**config.mk**
```make
export PLATFORM = sky130hd
export DESIGN_NAME = sdram_stream_wr_flat
export DESIGN_NICKNAME = d
export VERILOG_FILES = /design/src/rtl/sdram_pkg.sv /design/src/rtl/sdram_stream_wr_if.sv /design/src/rtl/sdram_stream_wr.sv /design/src/flat_wrapper.sv
export SDC_FILE = /design/constraint.sdc
export NUM_CORES = 1
export LEC_CHECK = 0
export CORE_ASPECT_RATIO = 1.4
export CORE_UTILIZATION = 40
export DETAILED_ROUTE_END_ITERATION = 10
export GPL_TIMING_DRIVEN = 0
export PLACE_DENSITY_LB_ADDON = 0.25
export SETUP_SLACK_MARGIN = 0.1
export SLEW_MARGIN = 10
export SYNTH_ARGS = -nofsm -noshare
export SYNTH_HDL_FRONTEND = slang
export SYNTH_SLANG_ARGS = --single-unit
```
**constraint.sdc**
```tcl
create_clock -name CLK -period 2.8 [get_ports CLK]
set_input_delay 0.84 -clock CLK [delete_from_list [all_inputs] [get_ports CLK]]
set_output_delay 0.84 -clock CLK [all_outputs]
set_load 0.02 [all_outputs]
```
**src/rtl/sdram_pkg.sv**
```systemverilog
// Shared constants and FSM state encoding for the SDRAM stream writer.
// Field positions here describe the MAC length/command word.
package sdram_pkg;
    localparam int ADDR_W      = 24;
    localparam int LEN_MSB     = 8;
    localparam int LEN_LSB     = 0;
    localparam int WR_FLAG_BIT = 31;

    typedef enum logic [2:0] {
        ST_IDLE,
        ST_FILL,
        ST_SETA,
        ST_SETL,
        ST_SETTLE,
        ST_WAIT
    } state_t;
endpackage

```
**src/rtl/sdram_stream_wr_if.sv**
```systemverilog
// Stream-in and MAC-side signals of the SDRAM stream writer.
// The master modport is the writer, and the slave modport is the source/MAC environment.
interface sdram_stream_wr_if;
    logic [31:0] S_DATA;
    logic        S_VALID;
    logic        S_LAST;
    logic        S_READY;
    logic [7:0]  M_ADDR;
    logic [31:0] M_WD;
    logic        M_WE;
    logic        M_WE_LEN;
    logic        M_WE_A;
    logic        M_BUSY;

    modport master (
        input  S_DATA, S_VALID, S_LAST, M_BUSY,
        output S_READY, M_ADDR, M_WD, M_WE, M_WE_LEN, M_WE_A
    );

    modport slave (
        output S_DATA, S_VALID, S_LAST, M_BUSY,
        input  S_READY, M_ADDR, M_WD, M_WE, M_WE_LEN, M_WE_A
    );
endinterface

```
**src/rtl/sdram_stream_wr.sv**
```systemverilog
// Packs a 32-bit word stream into MAC bursts of up to BURST_WORDS words, advancing the SDRAM address.
// Define SDRAM_STREAM_WR_STATS_EN to get a wrapping 16-bit completed-burst counter on BURSTS.
module sdram_stream_wr
    import sdram_pkg::*;
#(
    parameter int BURST_WORDS = 128
) (
    input  logic              CLK,
    input  logic              RESET,
    input  logic              START,
    input  logic [ADDR_W-1:0] BASE,
    output logic              ACTIVE,
    output logic              DONE,
    output logic [15:0]       BURSTS,
    sdram_stream_wr_if.master bus
);
    localparam logic [7:0] N_FULL = 8'(BURST_WORDS - 1);

    state_t            state, state_nx;
    logic [7:0]        n;
    logic [ADDR_W-1:0] addr;
    logic              last_q;
    logic              take;
    logic              burst_end;

    always_comb begin
        state_nx     = state;
        take         = 1'b0;
        burst_end    = 1'b0;
        ACTIVE       = (state != ST_IDLE);
        DONE         = 1'b0;
        bus.S_READY  = 1'b0;
        bus.M_WE     = 1'b0;
        bus.M_WE_A   = 1'b0;
        bus.M_WE_LEN = 1'b0;
        bus.M_ADDR   = '0;
        bus.M_WD     = '0;
        case (state)
            ST_IDLE: if (START) state_nx = ST_FILL;
            ST_FILL: begin
                // S_READY depends only on state, so the source sees no S_VALID loop
                bus.S_READY = 1'b1;
                if (bus.S_VALID) begin
                    take       = 1'b1;
                    bus.M_WE   = 1'b1;
                    bus.M_ADDR = n;
                    bus.M_WD   = bus.S_DATA;
                    if (bus.S_LAST || n == N_FULL) state_nx = ST_SETA;
                end
            end
            ST_SETA: begin
                bus.M_WE_A = 1'b1;
                bus.M_WD   = {{(32-ADDR_W){1'b0}}, addr};
                state_nx   = ST_SETL;
            end
            ST_SETL: begin
                bus.M_WE_LEN                  = 1'b1;
                bus.M_WD[WR_FLAG_BIT]         = 1'b1;
                bus.M_WD[LEN_MSB:LEN_LSB]     = {n, 1'b0};
                state_nx                      = ST_SETTLE;
            end
            // MAC raises BUSY one cycle after the length strobe
            ST_SETTLE: state_nx = ST_WAIT;
            ST_WAIT: if (!bus.M_BUSY) begin
                burst_end = 1'b1;
                DONE      = last_q;
                state_nx  = last_q ? ST_IDLE : ST_FILL;
            end
            default: state_nx = ST_IDLE;
        endcase
    end

    always_ff @(posedge CLK) begin
        if (RESET) begin
            state  <= ST_IDLE;
            n      <= '0;
            addr   <= '0;
            last_q <= 1'b0;
        end else begin
            state <= state_nx;
            if (state == ST_IDLE && START) begin
                addr   <= BASE;
                n      <= '0;
                last_q <= 1'b0;
            end
            if (take) begin
                n      <= n + 8'd1;
                last_q <= bus.S_LAST;
            end
            if (burst_end) begin
                addr <= addr + ADDR_W'({n, 1'b0});
                n    <= '0;
            end
        end
    end

`ifdef SDRAM_STREAM_WR_STATS_EN
    logic [15:0] burst_cnt;
    always_ff @(posedge CLK) begin
        if (RESET)          burst_cnt <= '0;
        else if (burst_end) burst_cnt <= burst_cnt + 16'd1;
    end
    assign BURSTS = burst_cnt;
`else
    assign BURSTS = '0;
`endif
endmodule

```
**src/flat_wrapper.sv**
```systemverilog
// flat-port wrapper written by rule: the top's interface ports become plain ports
module sdram_stream_wr_flat import sdram_pkg::*;
#(
    parameter int BURST_WORDS = 128
)
  (CLK, RESET, START, BASE, ACTIVE, DONE, BURSTS, bus_S_DATA, bus_S_VALID, bus_S_LAST, bus_M_BUSY, bus_S_READY, bus_M_ADDR, bus_M_WD, bus_M_WE, bus_M_WE_LEN, bus_M_WE_A);
  sdram_stream_wr_if bus_i ();
  input  logic CLK;
  input  logic RESET;
  input  logic START;
  input  logic [ADDR_W-1:0] BASE;
  output logic ACTIVE;
  output logic DONE;
  output logic [15:0] BURSTS;
  input wire logic [$bits(bus_i.S_DATA)-1:0] bus_S_DATA;
  input wire logic [$bits(bus_i.S_VALID)-1:0] bus_S_VALID;
  input wire logic [$bits(bus_i.S_LAST)-1:0] bus_S_LAST;
  input wire logic [$bits(bus_i.M_BUSY)-1:0] bus_M_BUSY;
  output wire logic [$bits(bus_i.S_READY)-1:0] bus_S_READY;
  output wire logic [$bits(bus_i.M_ADDR)-1:0] bus_M_ADDR;
  output wire logic [$bits(bus_i.M_WD)-1:0] bus_M_WD;
  output wire logic [$bits(bus_i.M_WE)-1:0] bus_M_WE;
  output wire logic [$bits(bus_i.M_WE_LEN)-1:0] bus_M_WE_LEN;
  output wire logic [$bits(bus_i.M_WE_A)-1:0] bus_M_WE_A;
  assign bus_i.S_DATA = bus_S_DATA;
  assign bus_i.S_VALID = bus_S_VALID;
  assign bus_i.S_LAST = bus_S_LAST;
  assign bus_i.M_BUSY = bus_M_BUSY;
  assign bus_S_READY = bus_i.S_READY;
  assign bus_M_ADDR = bus_i.M_ADDR;
  assign bus_M_WD = bus_i.M_WD;
  assign bus_M_WE = bus_i.M_WE;
  assign bus_M_WE_LEN = bus_i.M_WE_LEN;
  assign bus_M_WE_A = bus_i.M_WE_A;
  sdram_stream_wr #(.BURST_WORDS(BURST_WORDS)) u_core (.CLK(CLK), .RESET(RESET), .START(START), .BASE(BASE), .ACTIVE(ACTIVE), .DONE(DONE), .BURSTS(BURSTS), .bus(bus_i));
endmodule
```
# Word-level counts from Yosys, hierarchy flattened
# Cells that the tools add are included.
# W data, S select, Z words.
[word_totals]
out_inout_bits = 62
in_bits = 62
word_cells = 51
reg_bits = 36
[classes]
mux = 27
add_sub_neg = 2
eq_ne = 10
reduce_logical = 8
[op_table]
columns = ["op", "count"]
rows = [
  ["$mux W24", 2],
  ["$pmux W22 S2", 1],
  ["$mux W32", 1],
  ["$mux W8", 4],
  ["$pmux W9 S3", 1],
  ["$add A24 B9 Y24", 1],
  ["$pmux W3 S6", 1],
  ["$mux W1", 12],
  ["$mux W3", 4],
  ["$add A8 B1 Y8 const B", 1],
  ["$eq A8 B7 Y1 const B", 1],
  ["$eq A3 B2 Y1 const B", 2],
  ["$eq A3 B3 Y1 const B", 2],
  ["$ne A2 B2 Y1 const B", 3],
  ["$reduce_and A4 Y1", 1],
  ["$reduce_bool A2 Y1", 2],
  ["$eq A3 B1 Y1 const B", 1],
  ["$logic_not A3 Y1", 1],
  ["$reduce_bool A3 Y1", 1],
  ["$ne A2 B1 Y1 const B", 1],
  ["$pmux W1 S2", 1],
  ["$reduce_or A2 Y1", 1],
  ["$logic_and A1 B1 Y1", 1],
  ["$logic_or A1 B1 Y1", 1],
]

# Longest topological paths before layout
# Gate-level depths: netlist (run 1).
[logic_depth]
ltp_word = 5
depth_mapped = 9
mapped_depth_nobuf = 8

# Worst setup path before layout (run 1)
# No wires, ideal clock.
[synth_timing]
kind = "input-to-output"
from = "input bus_M_BUSY"
to = "output DONE"
setup_slack_ns = 0.112
t_arrival_ns = 1.848
n_path_buf = 2
stages = 4
t_required_ns = 1.960
cell_sequence = "and4bb_2 > buf_2 > clkbuf_1 > and2_1"
[synth_between]
elab_chain_cells = 2
[synth_rtl]
columns = ["item", "line", "source"]
rows = [
  ["start: declaration", "flat_wrapper.sv:18", "input wire logic [$bits(bus_i.M_BUSY)-1:0] bus_M_BUSY;"],
  ["$mux W1", "sdram_stream_wr.sv:64", "ST_WAIT: if (!bus.M_BUSY) begin"],
  ["$mux W1", "sdram_stream_wr.sv:38", "case (state)"],
  ["end: declaration", "flat_wrapper.sv:13", "output logic DONE;"],
]
# Every way passes these cells.

# Worst setup path after layout (run 1)
[layout_timing]
from = "register u_core.state[0]"
to = "output ACTIVE"
[layout_between]
elab_chain_cells = 1
[layout_rtl]
columns = ["item", "line", "source"]
rows = [
  ["start: declaration", "sdram_stream_wr.sv:19", "state_t state, state_nx;"],
  ["start signal: assignment", "sdram_stream_wr.sv:80", "state <= state_nx;"],
  ["$reduce_bool A3 Y1", "sdram_stream_wr.sv:30", "ACTIVE = (state != ST_IDLE);"],
  ["end: declaration", "flat_wrapper.sv:12", "output logic ACTIVE;"],
]
# Every way passes these cells.

==> results of run 1 <==
==> area by class of cell <==
cell class                      count  share of cell area
Multi-Input combinational cell    287              0.4315
Timing Repair Buffer              142              0.2823
Sequential cell                    36              0.1584
Buffer                             41             0.06875
Tap cell                           95             0.02582
Inverter                           16             0.01630
Clock buffer                        6             0.01576
Clock inverter                      1            0.001087
==> state kept, by name, indices dropped and copies added (netlist names) <==
| signal | flops |
|---|---|
| u_core.addr | 24 |
| u_core.last_q | 1 |
| u_core.n | 8 |
| u_core.state | 3 |
==> Yosys cell counts, types with 3 or more instances <==
cell type  instances
dfxtp_1           36
a21oi_1           24
and3_1            24
nand2_1           20
nor2_1            19
a22o_1            18
buf_4             18
a22oi_1           17
o21ai_0           16
clkbuf_1          15
inv_1             15
nand3_1           14
ha_1               9
a222oi_1           8
buf_2              7
a31oi_1            6
nand3b_1           6
o211ai_1           6
or3_1              6
a21o_1             5
and2_1             5
nor3_1             5
xor2_1             5
nand4_1            4
o22ai_1            4
or4_1              4
o21a_1             3
o221ai_1           3
o311ai_0           3
==> timing repair <==
action	CTS	global route
gates cloned	0	2
endpoints found under the setup margin	45	42
buffers inserted	23	11
gates resized for setup	168	16
pin swaps	6	8
==> worst max-delay path: stages (launching register included) <==
cell             delay (ns)
dfxtp_4                0.36
buf_8                  0.13
buf_4                  0.13
or3_1                  0.39
clkdlybuf4s50_1        0.56
==> where the power goes <==
part / internal [mW] / total [mW] / switching [mW]
Sequential: 0.547 / 0.588 / 0.0411
Combinational: 0.351 / 0.685 / 0.334
Clock: 0.169 / 0.361 / 0.191
Total: 1.07 / 1.63 / 0.566
==> per-layer routing <==
layer | global-route usage | share of wire | vias up | wire length, um
met4 | 0.1109 | 0.033 | 0 | 364
met5 | 0 | 0 | - | 0
met1 | 0.3243 | 0.38 | 1664 | 4199
met3 | 0.04399 | 0.074 | 31 | 808
li1 | - | - | 1699 | -
met2 | 0.5109 | 0.51 | 188 | 5583
==> through the flow <==
step           hold WS [ns]  total power, mW  area [um2]  instances
2_1_floorplan        0.4366           0.8973        2942        380
3_3_place_gp         0.4489            1.129        4131        582
3_5_place_dp         0.4545            1.138        4131        582
4_1_cts              0.4647            1.555        4424        612
5_1_grt              0.5000            1.696        4604        624
6_report             0.4672            1.633        4604        624
==> worst min path at each step <==
stage                               from             end  slack (ns)  cells after the start
after global placement    u_core.addr[0]  u_core.addr[0]        0.45                      2
after floorplan           u_core.addr[0]  u_core.addr[0]        0.44                      2
final                     u_core.addr[0]  u_core.addr[0]        0.47                      2
after detailed placement  u_core.addr[0]  u_core.addr[0]        0.45                      2
after global routing      u_core.addr[1]  u_core.addr[1]        0.50                      2
after CTS                 u_core.addr[0]  u_core.addr[0]        0.46                      2
==> cells by family (layout without fill, tap and decap cells) <==
logic type               count (synthesis)  after routing  synth area share
AO/OA/AOI/OAI                          130            130            0.3265
XOR/XNOR                                 6              6           0.01821
adder cells (fa/ha/maj)                 10             10           0.04597
buffers and inverters                   57            206            0.1032
flip-flops                              36             36            0.2498
multiplexers                             2              2          0.006939
other                                    1             16          0.001300
AND/OR/NAND/NOR                        123            123            0.2480
==> impl_metrics.env, run 1 <==
export IMPL_r2r_end="u_core.state[0]"
export IMPL_startpoint="u_core.state[0]"
export IMPL_crit_type="reg -> out"
export IMPL_yosys_area_top_type="dfxtp_1"
export IMPL_syn_area_per_cell_um2=7.905
export IMPL_outcome="completed"
export IMPL_setup_viol=0
export IMPL_finalHoldViolCount=0
export IMPL_drtPass1Iterations=6
export IMPL_fmax_mhz=370.2
export IMPL_track_usage=0.2810
export IMPL_drc_errors=0
export IMPL_syn_to_final_growth_pct=59.58
export IMPL_multiInputGateArea_um2=1987
export IMPL_grt_ovfl_total=0
export IMPL_antenna_found_initial=0
export IMPL_crit_required_ns=1.96
export IMPL_grt_setup_unrepaired="yes"
export IMPL_die_area_um2=7562
export IMPL_setup_ws_ns=0.09858
export IMPL_ys_top_cells_by_area="dfxtp_1, a22o_1, and3_1, buf_4, a22oi_1"
export IMPL_worstPathMaxFanout=5
export IMPL_reg2reg_depth=17
export IMPL_start_kind="register"
export IMPL_timing_setup_tns_ns=0
export IMPL_final_cell_mix="clkdlybuf4s50_1, buf_4, dfxtp_1"
export IMPL_synthFlopType="dfxtp_1"
export IMPL_port_buffers=107
export IMPL_ys_ff_latch=36
export IMPL_synth_warnings=0
export IMPL_ant_nets=0
export IMPL_htreeDepth=2
export IMPL_drv_slew=0
export IMPL_final_util=0.6595
export IMPL_fin_nets=601
export IMPL_crit_end="ACTIVE"
export IMPL_cts_tree="done"
export IMPL_holdBufCountCts=0
export IMPL_clock_skew_ns=0.008731
export IMPL_ys_types=61
export IMPL_layout_commonest_cell="clkdlybuf4s50_1"
export IMPL_dp_hpwl_mm=7.421
export IMPL_seq_area_frac_synth=0.2498
export IMPL_post_route_min_period_ns=2.701
export IMPL_fillers=603
export IMPL_syn_inst=365
export IMPL_arrival_ns=1.86
export IMPL_peakVddDrop_mv=0.2300
export IMPL_clock_latency_ns=0.29
export IMPL_vias=3582
export IMPL_synth_area_um2=2885
export IMPL_drv_cap=0
export IMPL_async_flop_share=0
export IMPL_routed_wl_mm=10.96
export IMPL_clkTransAtPathRegs_ns=0.07
export IMPL_drt_iter0_drc=281
export IMPL_cts_sinks=36
export IMPL_gp_congestion=0.9044
export IMPL_r2r_start="u_core.state[1]"
export IMPL_p_leak_nw=2.138
export IMPL_pwr_density_cell_nw_per_um2=354.7
export IMPL_endpoint_kind="primary output"
export IMPL_die_h_um=102.5
export IMPL_initial_core_util=0.4133
export IMPL_synth_top_cell_area_share=0.2498
export IMPL_hold_path_class="reg -> reg"
export IMPL_vias_per_cell=5.740
export IMPL_grt_max_degree=11
export IMPL_cts_path_max_buffers=2
export IMPL_grt_pass1_vias=3267
export IMPL_die_width_um=73.78
export IMPL_insertedDiodeCount=0
export IMPL_min_period_over_period=0.9648
export IMPL_routedWlPerCell_um=17.56
export IMPL_grt_first_pass_wirelength_mm=16.27
export IMPL_regArea_um2=729.5
export IMPL_synth_edf_count=0
export IMPL_worst_pin_slew_ns=0.6937
export IMPL_ios=124
export IMPL_relSlewSlack=0.5345
export IMPL_dp_slack_ns=-1.268
export IMPL_coreArea_um2=6982
export IMPL_drive_gt1_frac=0.2325
export IMPL_cts_buffers=5
export IMPL_core_rowCount=36
export IMPL_cts_root_buf="clkbuf_8"
export IMPL_r2r_slack_ns=0.15
Note: power is estimated with default switching activity, not from simulation.
==> inputs of run 2 (changes only) <==
- CORE_ASPECT_RATIO: 1.4 -> 2
==> run 2 against run 1 <==
Compared with the run above:
- non-clock buffer count is 12 lower
- combinational power is 14% lower
- first-iteration DRC count is 6.4% lower
- critical path depth is 2 higher
- maximum frequency is 1.7% higher
- sequential power hardly changed
- largest cell class unchanged
- core utilization is 1.5 points lower
- global-route usage is 0.81 points higher
- critical path type is now in -> out
- wire length is 0.78% lower
- cell count is 2.6% lower
- worst hold slack better by 0.00070 ns
==> impl_metrics.env, run 2 (synthesis gave the netlist of run 1 again) <==
export IMPL_clkTransAtPathRegs_ns=0.05
export IMPL_htreeDepth=2
export IMPL_antenna_found_initial=0
export IMPL_vias=3606
export IMPL_drt_iter0_drc=263
export IMPL_syn_to_final_growth_pct=54.94
export IMPL_gp_congestion=0.9201
export IMPL_p_switching_mw=0.5718
export IMPL_dp_slack_ns=-1.244
export IMPL_track_usage=0.2891
export IMPL_vias_per_cell=5.931
export IMPL_drive_gt1_frac=0.2162
export IMPL_p_leak_nw=2.111
export IMPL_finalHoldViolCount=0
export IMPL_arrival_ns=1.82
export IMPL_crit_type="in -> out"
export IMPL_port_buffers=107
export IMPL_core_rowCount=43
export IMPL_post_route_min_period_ns=2.657
export IMPL_die_h_um=122.1
export IMPL_grt_max_degree=12
export IMPL_p_int_mw=1.251
export IMPL_routedWlPerCell_um=17.88
export IMPL_final_area_um2=4471
export IMPL_setup_viol=0
export IMPL_layout_commonest_cell="clkdlybuf4s50_1"
export IMPL_relSlewSlack=0.4988
export IMPL_setup_ws_ns=0.1430
export IMPL_r2r_start="u_core.n[0]"
export IMPL_pwr_share_clk=0.354
export IMPL_drv_cap=0
export IMPL_r2r_slack_ns=0.34
export IMPL_drv_slew=0
export IMPL_drtPass1Iterations=8
export IMPL_fin_nets=589
export IMPL_peakVddDrop_mv=0.2852
export IMPL_ios=124
export IMPL_grt_pass1_vias=3453
export IMPL_regArea_um2=729.5
export IMPL_top_register="u_core.addr"
export IMPL_cts_path_max_buffers=2
export IMPL_reg2reg_depth=8
export IMPL_fmax_mhz=376.4
export IMPL_grt_setup_unrepaired="no"
export IMPL_coreArea_um2=6940
export IMPL_p_total_mw=1.822
export IMPL_die_area_um2=7578
export IMPL_clock_latency_ns=0.28
export IMPL_startpoint="bus_M_BUSY"
export IMPL_grt_ovfl_total=0
export IMPL_clock_skew_ns=0.008678
export IMPL_p_seq_frac=0.323
export IMPL_worstPathMaxFanout=8
export IMPL_ant_nets=0
export IMPL_routed_wl_mm=10.87
export IMPL_reg_top3="u_core.addr x24, u_core.n x8, u_core.state x3"
export IMPL_cts_root_buf="clkbuf_16"
export IMPL_initial_core_util=0.4157
export IMPL_insertedDiodeCount=0
export IMPL_pwr_share_comb=0.323
export IMPL_multiInputGateArea_um2=1944
export IMPL_pwr_density_cell_nw_per_um2=407.6
export IMPL_dpl_instance_area_um2=4125
export IMPL_endpoint_kind="primary output"
export IMPL_crit_required_ns=1.96
export IMPL_hold_path_class="reg -> reg"
export IMPL_switching_share=0.3138
export IMPL_r2r_end="u_core.addr[13]"
export IMPL_drc_errors=0
export IMPL_start_kind="input pin"
export IMPL_cts_buffers=5
export IMPL_cts_sinks=36
export IMPL_largest_reg_flops=24
export IMPL_final_cell_mix="clkdlybuf4s50_1, buf_4, dfxtp_1"
export IMPL_dp_hpwl_mm=7.910
export IMPL_crit_end="DONE"
export IMPL_die_width_um=62.06
export IMPL_cts_tree="done"
export IMPL_outcome="completed"
export IMPL_fillers=602
export IMPL_worst_pin_slew_ns=0.7468
export IMPL_min_period_over_period=0.9489
export IMPL_grt_first_pass_wirelength_mm=16.13
run 2: power groups by stage:
stage | registers [mW] | clock network, mW | logic (mW)
after detailed placement | 0.597 | 0 | 0.544
after floorplan | 0.585 | 0 | 0.313
final | 0.589 | 0.644 | 0.589
after global placement | 0.595 | 0 | 0.538
after global routing | 0.592 | 0.664 | 0.637
after CTS | 0.586 | 0.641 | 0.552
run 2: how the worst min path moves through the flow:
stage	startpoint	to	depth (start not counted)
after floorplan	u_core.addr[0]	u_core.addr[0]	2
after global placement	u_core.addr[0]	u_core.addr[0]	2
after detailed placement	u_core.addr[0]	u_core.addr[0]	2
after CTS	u_core.addr[0]	u_core.addr[0]	2
after global routing	u_core.addr[0]	u_core.addr[0]	2
final	u_core.addr[0]	u_core.addr[0]	2
run 2: area by class of cell:
| type | count | share of cell area |
|---|---|---|
| inverter | 16 | 0.01511 |
| clock buffer | 6 | 0.02883 |
| multi-input combinational | 287 | 0.4349 |
| clock inverter | 2 | 0.007837 |
| timing repair buffer | 130 | 0.2536 |
| tap | 90 | 0.02519 |
| buffer | 41 | 0.07137 |
| sequential | 36 | 0.1632 |
run 2: timing repair:
item                                    4_1_cts  5_1_grt
gates resized for setup                     148       34
hold buffers                                  0        0
gates cloned                                  0        1
setup buffers                                 9       13
endpoints found under the setup margin       45       42
pin swaps                                     6        4
run 2: critical path: stages:
cell       delay (ns)
buf_6            0.10
and4bb_2         0.32
buf_6            0.15
clkbuf_16        0.16
and2_4           0.14
buf_6            0.11
run 2: per-stage QoR:
step / hold slack, ns / cells / utilization / setup TNS [ns]
4_1_cts: 0.4589 / 594 / 0.6274 / 0
3_3_place_gp: 0.4509 / 577 / 0.5944 / -31.86
5_1_grt: 0.5085 / 608 / 0.6441 / 0
3_5_place_dp: 0.4587 / 577 / 0.5944 / -33.05
2_1_floorplan: 0.4366 / 380 / - / 0
6_report: 0.4679 / 608 / 0.6441 / 0
run 2: per-layer routing:
layer | GRT usage | up-vias | share of wire
li1 | - | 1680 | -
met1 | 0.2805 | 1641 | 0.33
met2 | 0.5113 | 237 | 0.52
met3 | 0.04565 | 48 | 0.079
met4 | 0.2125 | 0 | 0.066
met5 | 0 | - | 0
==> inputs of run 3 (changes only) <==
- clock period: 2.8 -> 2.7 ns (I/O delays scaled with it)
==> run 3 against run 2 <==
Compared with the run above:
- worst hold slack gained 0.0078 ns
- clock power shrank 17%
- die area is the same
==> impl_metrics.env, run 3 (synthesis gave the netlist of run 1 again) <==
export IMPL_outcome="completed"
export IMPL_hold_path_class="reg -> reg"
export IMPL_p_leak_nw=2.127
export IMPL_cp_slowest_stage_delay_ns=0.24
export IMPL_port_buffers=107
export IMPL_slowest_stage="clkdlybuf4s15_2"
export IMPL_worst_pin_slew_ns=0.7448
export IMPL_grt_ovfl_total=0
export IMPL_holdBufCountCts=0
export IMPL_fmax_mhz=386.3
export IMPL_crit_type="in -> out"
export IMPL_cts_tree="done"
export IMPL_hold_end="u_core.addr[0]"
export IMPL_start_kind="input pin"
export IMPL_grt_max_degree=11
export IMPL_worstPathMaxFanout=10
export IMPL_setup_ws_ns=0.1115
export IMPL_clock_latency_ns=0.28
export IMPL_r2r_end="u_core.addr[15]"
export IMPL_setup_viol=0
export IMPL_reg_top3="u_core.addr x24, u_core.n x8, u_core.state x3"
export IMPL_clkTransAtPathRegs_ns=0.05
export IMPL_vias=3614
export IMPL_drv_slew=0
export IMPL_grt_pass1_vias=3381
export IMPL_layout_commonest_cell="clkdlybuf4s50_1"
export IMPL_insertedDiodeCount=0
export IMPL_drc_errors=0
export IMPL_pwr_density_cell_nw_per_um2=392.9
export IMPL_reg2reg_depth=8
export IMPL_drv_cap=0
export IMPL_crit_family="buffers and inverters"
export IMPL_vias_per_cell=5.915
export IMPL_r2r_slack_ns=0.26
export IMPL_drtPass1Iterations=8
export IMPL_die_area_um2=7578
export IMPL_grt_first_pass_wirelength_mm=16.03
export IMPL_track_usage=0.2858
export IMPL_final_cell_mix="clkdlybuf4s50_1, buf_4, dfxtp_1"
export IMPL_finalHoldViolCount=0
export IMPL_peakVddDrop_mv=0.2290
export IMPL_timing_hold_ws_ns=0.4756
export IMPL_arrival_ns=1.78
export IMPL_crit_chain="buf_8 -> nand2_4 -> clkinv_4 -> buf_4 -> buf_6 -> a21o_1 -> clkdlybuf4s15_2"
export IMPL_fin_cells=611
export IMPL_ant_nets=0
export IMPL_min_delay_start="u_core.addr[0]"
export IMPL_relSlewSlack=0.5002
export IMPL_drt_iter0_drc=302
export IMPL_dp_slack_ns=-1.122
export IMPL_grt_setup_unrepaired="yes"
export IMPL_endpoint_kind="primary output"
export IMPL_worst_path_buf_inv=5
export IMPL_top_register="u_core.addr"
export IMPL_post_place_cells=577
export IMPL_die_h_um=122.1
export IMPL_gp_congestion=0.9309
export IMPL_cts_sinks=36
export IMPL_crit_required_ns=1.89
export IMPL_antenna_found_initial=0
export IMPL_routedWlPerCell_um=17.99
export IMPL_post_route_min_period_ns=2.588
export IMPL_core_rowCount=43
export IMPL_syn_to_final_growth_pct=56.98
export IMPL_cts_buffers=5
export IMPL_worstHoldPathCells=2
export IMPL_regArea_um2=729.5
export IMPL_initial_core_util=0.4157
export IMPL_timing_setup_tns_ns=0
export IMPL_drive_gt1_frac=0.2361
export IMPL_routed_wl_mm=10.99
export IMPL_clock_skew_ns=0.003944
export IMPL_r2r_start="u_core.n[0]"
export IMPL_htreeDepth=2
export IMPL_fillers=591
export IMPL_largest_reg_flops=24
export IMPL_min_period_over_period=0.9587
export IMPL_ios=124
export IMPL_fin_nets=595
export IMPL_dp_hpwl_mm=7.818
export IMPL_cts_path_max_buffers=2
export IMPL_multiInputGateArea_um2=1962
export IMPL_die_width_um=62.06
export IMPL_cts_root_buf="clkbuf_16"
export IMPL_coreArea_um2=6940
[run 3: worst reg2reg max path, stage by stage (launching register included)]
cell	delay, ns
dfxtp_1	0.37
ha_1	0.24
inv_1	0.08
fa_1	0.20
nor2b_2	0.07
o31a_2	0.34
o21ai_1	0.62
mux2i_1	0.26
o311ai_0	0.13
[run 3: cell type report]
| class | instances | area share |
|---|---|---|
| multi-input cells | 287 | 0.4331 |
| repair buffers | 136 | 0.2624 |
| flip-flops and latches | 36 | 0.1610 |
| plain buffers | 41 | 0.07541 |
| clock buffers | 5 | 0.02762 |
| well taps | 90 | 0.02486 |
| inverters | 16 | 0.01547 |
[run 3: power breakdown]
part           internal (mW)  switching (mW)  leakage, nW  total [mW]
clock network          0.326           0.208       0.0616       0.534
logic                  0.309           0.323         1.77       0.633
registers              0.568          0.0439        0.296       0.612
total                   1.20           0.576         2.13        1.78
[run 3: how the worst max path moves through the flow]
stage / start / cells after the start / slack, ns / end
3_3_place_gp: bus_M_BUSY / 6 / -1.09 / DONE
4_1_cts: bus_M_BUSY / 6 / 0.06 / DONE
2_1_floorplan: bus_M_BUSY / 4 / 0.18 / DONE
3_5_place_dp: bus_M_BUSY / 6 / -1.12 / DONE
6_report: bus_S_VALID / 7 / 0.11 / bus_M_WD[31]
5_1_grt: bus_S_DATA[8] / 4 / 0.08 / bus_M_WD[8]
[run 3: metrics by stage]
step	power (mW)	util	area, um2
final	1.779	0.6526	4529
after floorplan	0.9305	-	2943
after CTS	1.728	0.6306	4377
after global placement	1.175	0.5946	4126
after detailed placement	1.182	0.5946	4126
after global routing	1.854	0.6526	4529
[run 3: routing by layer]
layer,vias to the layer above,wire [um],part of all wire,GRT usage
met3,50,807,0.073,0.05626
li1,1684,-,-,-
met4,0,613,0.056,0.2097
met2,221,5920,0.54,0.5000
met1,1659,3650,0.33,0.2760
met5,-,0,0,0
[run 3: what timing repair did]
item / in CTS / in global routing
setup buffers: 12 / 15
pin swaps: 6 / 9
resized for setup: 178 / 41
gates cloned: 1 / 1
hold endpoints to repair: 0 / 0
endpoints found under the setup margin: 48 / 50
